<file path="src/rtl/sseg_scan_controller.sv">
// sseg_scan_controller
//
// Time-multiplexed driver for a four-digit, common-anode seven-segment
// display. Each digit owns a slot of REFRESH_DIV clock cycles; the first
// GUARD_CYCLES cycles of every slot blank the anodes so a segment pattern
// never bleeds into the neighbouring digit. The displayed value comes from
// a shadow register that is refreshed only at frame boundaries, so a value
// never tears across a frame.
//
// Parameters:
//   REFRESH_DIV   clock cycles per digit slot (4 .. 2**20)
//   GUARD_CYCLES  blanking cycles at the start of each slot (1 .. REFRESH_DIV-2)
//
// Ports:
//   i_clk         system clock, all state on the rising edge
//   i_rst_n       asynchronous active-low reset
//   i_data_in     four hex digits, [3:0] = digit0 (rightmost) .. [15:12] = digit3
//   i_load_req    level request to capture i_data_in at the next frame start
//   o_load_ack    one-cycle pulse, coincident with o_frame_tick, per capture
//   i_digit_en    per-digit enable mask, sampled at the start of each slot
//   o_an          active-low anode select, at most one bit low
//   o_sseg        active-low cathodes, bit order {g,f,e,d,c,b,a}
//   o_frame_tick  one-cycle pulse on the first cycle of digit0's slot
//
// Optional feature (compile-time macro):
//   SSEG_LEADING_ZERO_BLANK_EN  when defined, zero digits above the most
//                               significant nonzero digit are blanked
//                               (digit0 is always shown).
//
// Output timing: the registered outputs describe the slot position held by
// the counters one cycle earlier, which is why the first cycle after reset
// release is already the first cycle of digit0's slot.

module sseg_scan_controller #(
  parameter int REFRESH_DIV  = 100000,
  parameter int GUARD_CYCLES = 2
) (
  input  logic        i_clk,
  input  logic        i_rst_n,
  input  logic [15:0] i_data_in,
  input  logic        i_load_req,
  output logic        o_load_ack,
  input  logic [3:0]  i_digit_en,
  output logic [3:0]  o_an,
  output logic [6:0]  o_sseg,
  output logic        o_frame_tick
);

  localparam int CNT_W = (REFRESH_DIV > 1) ? $clog2(REFRESH_DIV) : 1;
  localparam logic [CNT_W-1:0] LAST_COUNT = CNT_W'(REFRESH_DIV - 1);
  localparam logic [CNT_W-1:0] GUARD_LEN  = CNT_W'(GUARD_CYCLES);

  typedef enum logic {
    ST_GUARD,
    ST_DRIVE
  } state_t;

  state_t           r_state;
  logic [CNT_W-1:0] r_count;
  logic [1:0]       r_idx;
  logic [15:0]      r_shadow;
  logic             r_slotEn;

  logic             w_slotEnd;
  logic             w_frameStart;
  logic [3:0]       w_nibble;
  logic [3:0]       w_blank;
  logic             w_show;
  logic [3:0]       w_driveAn;
  logic [6:0]       w_driveSseg;

  // Active-low hex decode, {g,f,e,d,c,b,a}.
  function automatic logic [6:0] hexDecode(input logic [3:0] nib);
    logic [6:0] seg;
    case (nib)
      4'h0:    seg = 7'h40;
      4'h1:    seg = 7'h79;
      4'h2:    seg = 7'h24;
      4'h3:    seg = 7'h30;
      4'h4:    seg = 7'h19;
      4'h5:    seg = 7'h12;
      4'h6:    seg = 7'h02;
      4'h7:    seg = 7'h78;
      4'h8:    seg = 7'h00;
      4'h9:    seg = 7'h10;
      4'hA:    seg = 7'h08;
      4'hB:    seg = 7'h03;
      4'hC:    seg = 7'h46;
      4'hD:    seg = 7'h21;
      4'hE:    seg = 7'h06;
      4'hF:    seg = 7'h0E;
      default: seg = 7'h7F;
    endcase
    return seg;
  endfunction

  // The frame starts on the first cycle after the digit index has wrapped
  // from 3 back to 0; this is the only cycle on which the shadow register
  // may change, and it always falls inside digit0's guard interval.
  assign w_slotEnd    = (r_count == LAST_COUNT);
  assign w_frameStart = (r_idx == 2'd0) && (r_count == '0);

  // Select the shadow nibble belonging to the digit being scanned.
  always_comb begin
    w_nibble = r_shadow[3:0];
    case (r_idx)
      2'd0: w_nibble = r_shadow[3:0];
      2'd1: w_nibble = r_shadow[7:4];
      2'd2: w_nibble = r_shadow[11:8];
      2'd3: w_nibble = r_shadow[15:12];
      default: w_nibble = r_shadow[3:0];
    endcase
  end

`ifdef SSEG_LEADING_ZERO_BLANK_EN
  // A digit is blanked only if it and every digit above it are zero;
  // digit0 is never blanked so a zero value still shows "0".
  always_comb begin
    w_blank    = 4'b0000;
    w_blank[3] = (r_shadow[15:12] == 4'h0);
    w_blank[2] = w_blank[3] && (r_shadow[11:8] == 4'h0);
    w_blank[1] = w_blank[2] && (r_shadow[7:4] == 4'h0);
    w_blank[0] = 1'b0;
  end
`else
  assign w_blank = 4'b0000;
`endif

  // Values the outputs take during a drive cycle. A suppressed digit keeps
  // every anode off for its whole slot.
  always_comb begin
    w_show      = r_slotEn && !w_blank[r_idx];
    w_driveAn   = 4'b1111;
    w_driveSseg = 7'h7F;
    if (w_show) begin
      w_driveAn   = ~(4'b0001 << r_idx);
      w_driveSseg = hexDecode(w_nibble);
    end
  end

  // Slot prescaler, digit index and shadow register. The index is two bits
  // wide so it wraps 3 -> 0 on its own.
  always_ff @(posedge i_clk or negedge i_rst_n) begin
    if (!i_rst_n) begin
      r_count  <= '0;
      r_idx    <= 2'd0;
      r_shadow <= 16'h0000;
    end else begin
      if (w_slotEnd) begin
        r_count <= '0;
        r_idx   <= r_idx + 2'd1;
      end else begin
        r_count <= r_count + CNT_W'(1);
      end
      if (w_frameStart && i_load_req) begin
        r_shadow <= i_data_in;
      end
    end
  end

  // Guard/drive FSM with all display outputs registered. The digit enable
  // is latched on the first cycle of each slot; since the guard interval is
  // at least one cycle, the latched value is in place before any drive.
  always_ff @(posedge i_clk or negedge i_rst_n) begin
    if (!i_rst_n) begin
      r_state      <= ST_GUARD;
      r_slotEn     <= 1'b0;
      o_an         <= 4'b1111;
      o_sseg       <= 7'h7F;
      o_load_ack   <= 1'b0;
      o_frame_tick <= 1'b0;
    end else begin
      o_frame_tick <= w_frameStart;
      o_load_ack   <= w_frameStart && i_load_req;

      if (r_count == '0) begin
        r_slotEn <= i_digit_en[r_idx];
      end

      case (r_state)
        ST_GUARD: begin
          if (r_count >= GUARD_LEN) begin
            r_state <= ST_DRIVE;
            o_an    <= w_driveAn;
            o_sseg  <= w_driveSseg;
          end else begin
            o_an    <= 4'b1111;
            o_sseg  <= 7'h7F;
          end
        end
        ST_DRIVE: begin
          if (r_count == '0) begin
            r_state <= ST_GUARD;
            o_an    <= 4'b1111;
            o_sseg  <= 7'h7F;
          end else begin
            o_an    <= w_driveAn;
            o_sseg  <= w_driveSseg;
          end
        end
        default: begin
          r_state <= ST_GUARD;
          o_an    <= 4'b1111;
          o_sseg  <= 7'h7F;
        end
      endcase
    end
  end

endmodule

</file>
<file path="config.mk">
export PLATFORM = sky130hd
export DESIGN_NAME = sseg_scan_controller
export DESIGN_NICKNAME = d
export VERILOG_FILES = /design/src/rtl/sseg_scan_controller.sv
export SDC_FILE = /design/constraint.sdc
export NUM_CORES = 1
export LEC_CHECK = 0
export BUFFER_PORTS_ARGS = -buffer_cell sky130_fd_sc_hd__buf_2
export CAP_MARGIN = 40
export CORE_ASPECT_RATIO = 0.8
export CORE_MARGIN = 5
export CORE_UTILIZATION = 40
export CTS_CLUSTER_SIZE = 8
export DETAILED_ROUTE_END_ITERATION = 10
export GPL_TIMING_DRIVEN = 0
export PLACE_DENSITY_LB_ADDON = 0.2
export REMOVE_ABC_BUFFERS = 1
export SLEW_MARGIN = 20
export SYNTH_ARGS = -nofsm -noshare
export SYNTH_HDL_FRONTEND = slang
export SYNTH_SLANG_ARGS = --single-unit
</file>
<file path="constraint.sdc">
create_clock -name i_clk -period 2.1 [get_ports i_clk]
set_input_delay 0.21 -clock i_clk [delete_from_list [all_inputs] [get_ports i_clk]]
set_output_delay 0.21 -clock i_clk [all_outputs]
set_load 0.03 [all_outputs]
</file>
==> impl_metrics.json <==
{
  "clock_sinks": 50,
  "timing.hold.ws_ps": 132,
  "p_leak_nw": 1.44,
  "post-dp-hpwl_um": 3390,
  "cap_viol_max_count": 0,
  "fin_ws_ps": -68.0,
  "skew_ps": 8.55,
  "syn_area_per_cell_um2": 11.5,
  "drtIter0Drc": 77,
  "synth_top_area_share": 0.392,
  "synth_largest_area_cell": "dfrtp_1",
  "syn-cell-area_mm2": 0.00249,
  "rows": 25,
  "antenna_left": 0,
  "yosys-top-cells-area": "dfrtp_1 39%, dfstp_2 12%, ha_1 7.0%",
  "final-setup-viol-count": 4,
  "synthDistinctLibCells": 40,
  "hold_path.class": "in -> reg",
  "grt_pass1_vias": 1702,
  "critPathKind": "reg -> reg",
  "p_per_area_mw_per_mm2": 598,
  "worst_pin_slew_ps": 622,
  "first_pass_iters": 4,
  "rsz0062_at_grt": "yes",
  "cts_buffers": 5,
  "grt_pass1_wl_um": 8580,
  "drt-total-wl_um": 5260,
  "nets": 312,
  "dp_cells": 329,
  "coreArea_mm2": 0.00597,
  "violations": "negative setup slack",
  "synth_async_sr_flop_share": 1.00,
  "crit_required_ps": 2330,
  "clkTransAtPathRegs_ps": 90,
  "cts_tree": "done",
  "yosys_warnings": 0,
  "period_share": 1.03,
  "nFillCells": 529,
  "outcome": "finished, violations left",
  "synth_commonest_cells": "39 x dfrtp_1, 20 x nand2_1, 16 x nor2_1",
  "grt_overflow": 0,
  "maxSlewHeadroom": 0.585,
  "port_buffers": 35,
  "ir_drop_mv": 0.306,
  "via_count": 1752,
  "fp.dieW_um": 98.2,
  "ys_seq_elements": 50,
  "synthFlopType": "dfrtp_1",
  "grt_max_degree": 51,
  "yosysMostFrequentCell": "dfrtp_1",
  "synth_edf_count": 0,
  "setup_tns_ps": -182,
  "cts_buffer_depth": 2,
  "viasPerCell": 4.91,
  "crit_arrival_ps": 2400,
  "fin_crit_ps": 2170,
  "start_util": 0.417,
  "final_layout_size_suffix_gt1_frac": 0.442,
  "drcViolationCount": 0,
  "startpoint_type": "flip-flop",
  "wl_per_cell_um": 14.7,
  "root_buffer": "clkbuf_8",
  "diodes": 0,
  "grt_antenna_before_repair": 0,
  "post_layout_nonfiller_instances": 357,
  "clock_latency_ps": 300,
  "timing.fmax_ghz": 0.461,
  "crit_fanout": 4,
  "cp-end-kind": "flip-flop",
  "die_h_um": 80.6,
  "synth_cells": 217,
  "slew_violations": 0,
  "h-tree-depth": 2,
  "finalHoldViolCount": 0,
  "grtUsageTotal": 0.137,
  "syn_to_final_growth_pct": 27.6,
  "power_mw": 1.90,
  "die_area_mm2": 0.00791,
  "num_io_pins": 36,
  "yosysSeqAreaShare": 0.508,
  "place_congestion": 0.772
}
metrics by stage:
stage | area [µm²] | setup WS [ps] | utilization
after CTS | 3080 | -34.7 | 0.516
after global placement | 2720 | -1070 | 0.455
after floorplan | 2440 | -333 | -
final | 3180 | -68.0 | 0.532
after global routing | 3180 | -143 | 0.532
after detailed placement | 2740 | -374 | 0.458
power breakdown:
part           switching, mW  total [mW]  internal, mW
Combinational          0.122       0.217        0.0957
Sequential            0.0114        1.01          1.00
Clock                  0.318       0.669         0.351
per-layer routing:
layer | routed length, µm | global-route usage | part of all wire
met4 | 40 | 0.0327 | 0.0076
met5 | 0 | 0 | 0
met1 | 2580 | 0.199 | 0.49
met2 | 2380 | 0.203 | 0.45
met3 | 260 | 0.0365 | 0.049
registers in the layout (all words and copies together), names as in the netlist:
signal	cells
o_sseg	7
o_load_ack	1
o_an	4
r_slotEn	1
r_idx	2
r_state	1
o_frame_tick	1
r_count	17
r_shadow	16
final timing paths:
check                                  start           to  slack (ps)  cells after the start
worst min-delay path            i_data_in[4]  r_shadow[4]         130                      2
max in group asynchronous            i_rst_n     r_idx[1]        1180                      2
worst max register to register      r_idx[1]    o_sseg[3]         -70                      9
worst max-delay path                r_idx[1]    o_sseg[3]         -70                      9
min in group asynchronous            i_rst_n  r_count[13]         470                      2
worst min register to register    r_count[8]   r_count[8]         490                      1
cell type report:
class,instances,area [µm²],area share
Multi-Input combinational cell,147,1300,0.408
Clock buffer,5,68.8,0.0217
Inverter,15,61.3,0.0193
Timing Repair Buffer,56,342,0.107
Clock inverter,3,40.0,0.0126
Tap cell,81,101,0.0319
Sequential cell,50,1270,0.399
cells in the final DEF (no fill, tap or decap), types with 4 or more instances in the layout:
master,synthesis,layout
ha_1,14,7
xor2_1,8,8
buf_2,2,34
inv_1,15,10
nor2_1,16,15
nor3_1,5,5
a222oi_1,4,4
dfrtp_1,39,37
mux2_2,8,8
dfstp_2,11,11
ha_4,0,6
nand3_1,11,11
buf_4,0,18
xnor2_1,7,7
mux2_4,6,6
nand2_1,20,19
clkbuf_8,0,5
o21ai_0,7,6
worst max-delay path, cell delays in order (launching register included):
cell and delay [ps]:
dfrtp_2 460, buf_6 140, ha_4 170, a222oi_1 460, mux2i_4 170, inv_2 150, ha_4 220, mux2i_1 130
nor2_1 60, o21ai_1 140
logic make-up after synthesis:
family	synth area share
mux	0.110
simple gates	0.158
fa+ha+maj	0.0704
flops	0.508
compound gates	0.0593
buf+inv	0.0422
xor+xnor	0.0528
timing repair:
action | CTS | global route
endpoints found under the setup margin | 23 | 24
pin swaps | 11 | 9
gates cloned | 0 | 1
hold endpoints to repair | 39 | 0
gates resized for setup | 31 | 10
setup buffers | 13 | 4
hold buffers | 1 | 0
Note: power is estimated with default switching activity, not from simulation.
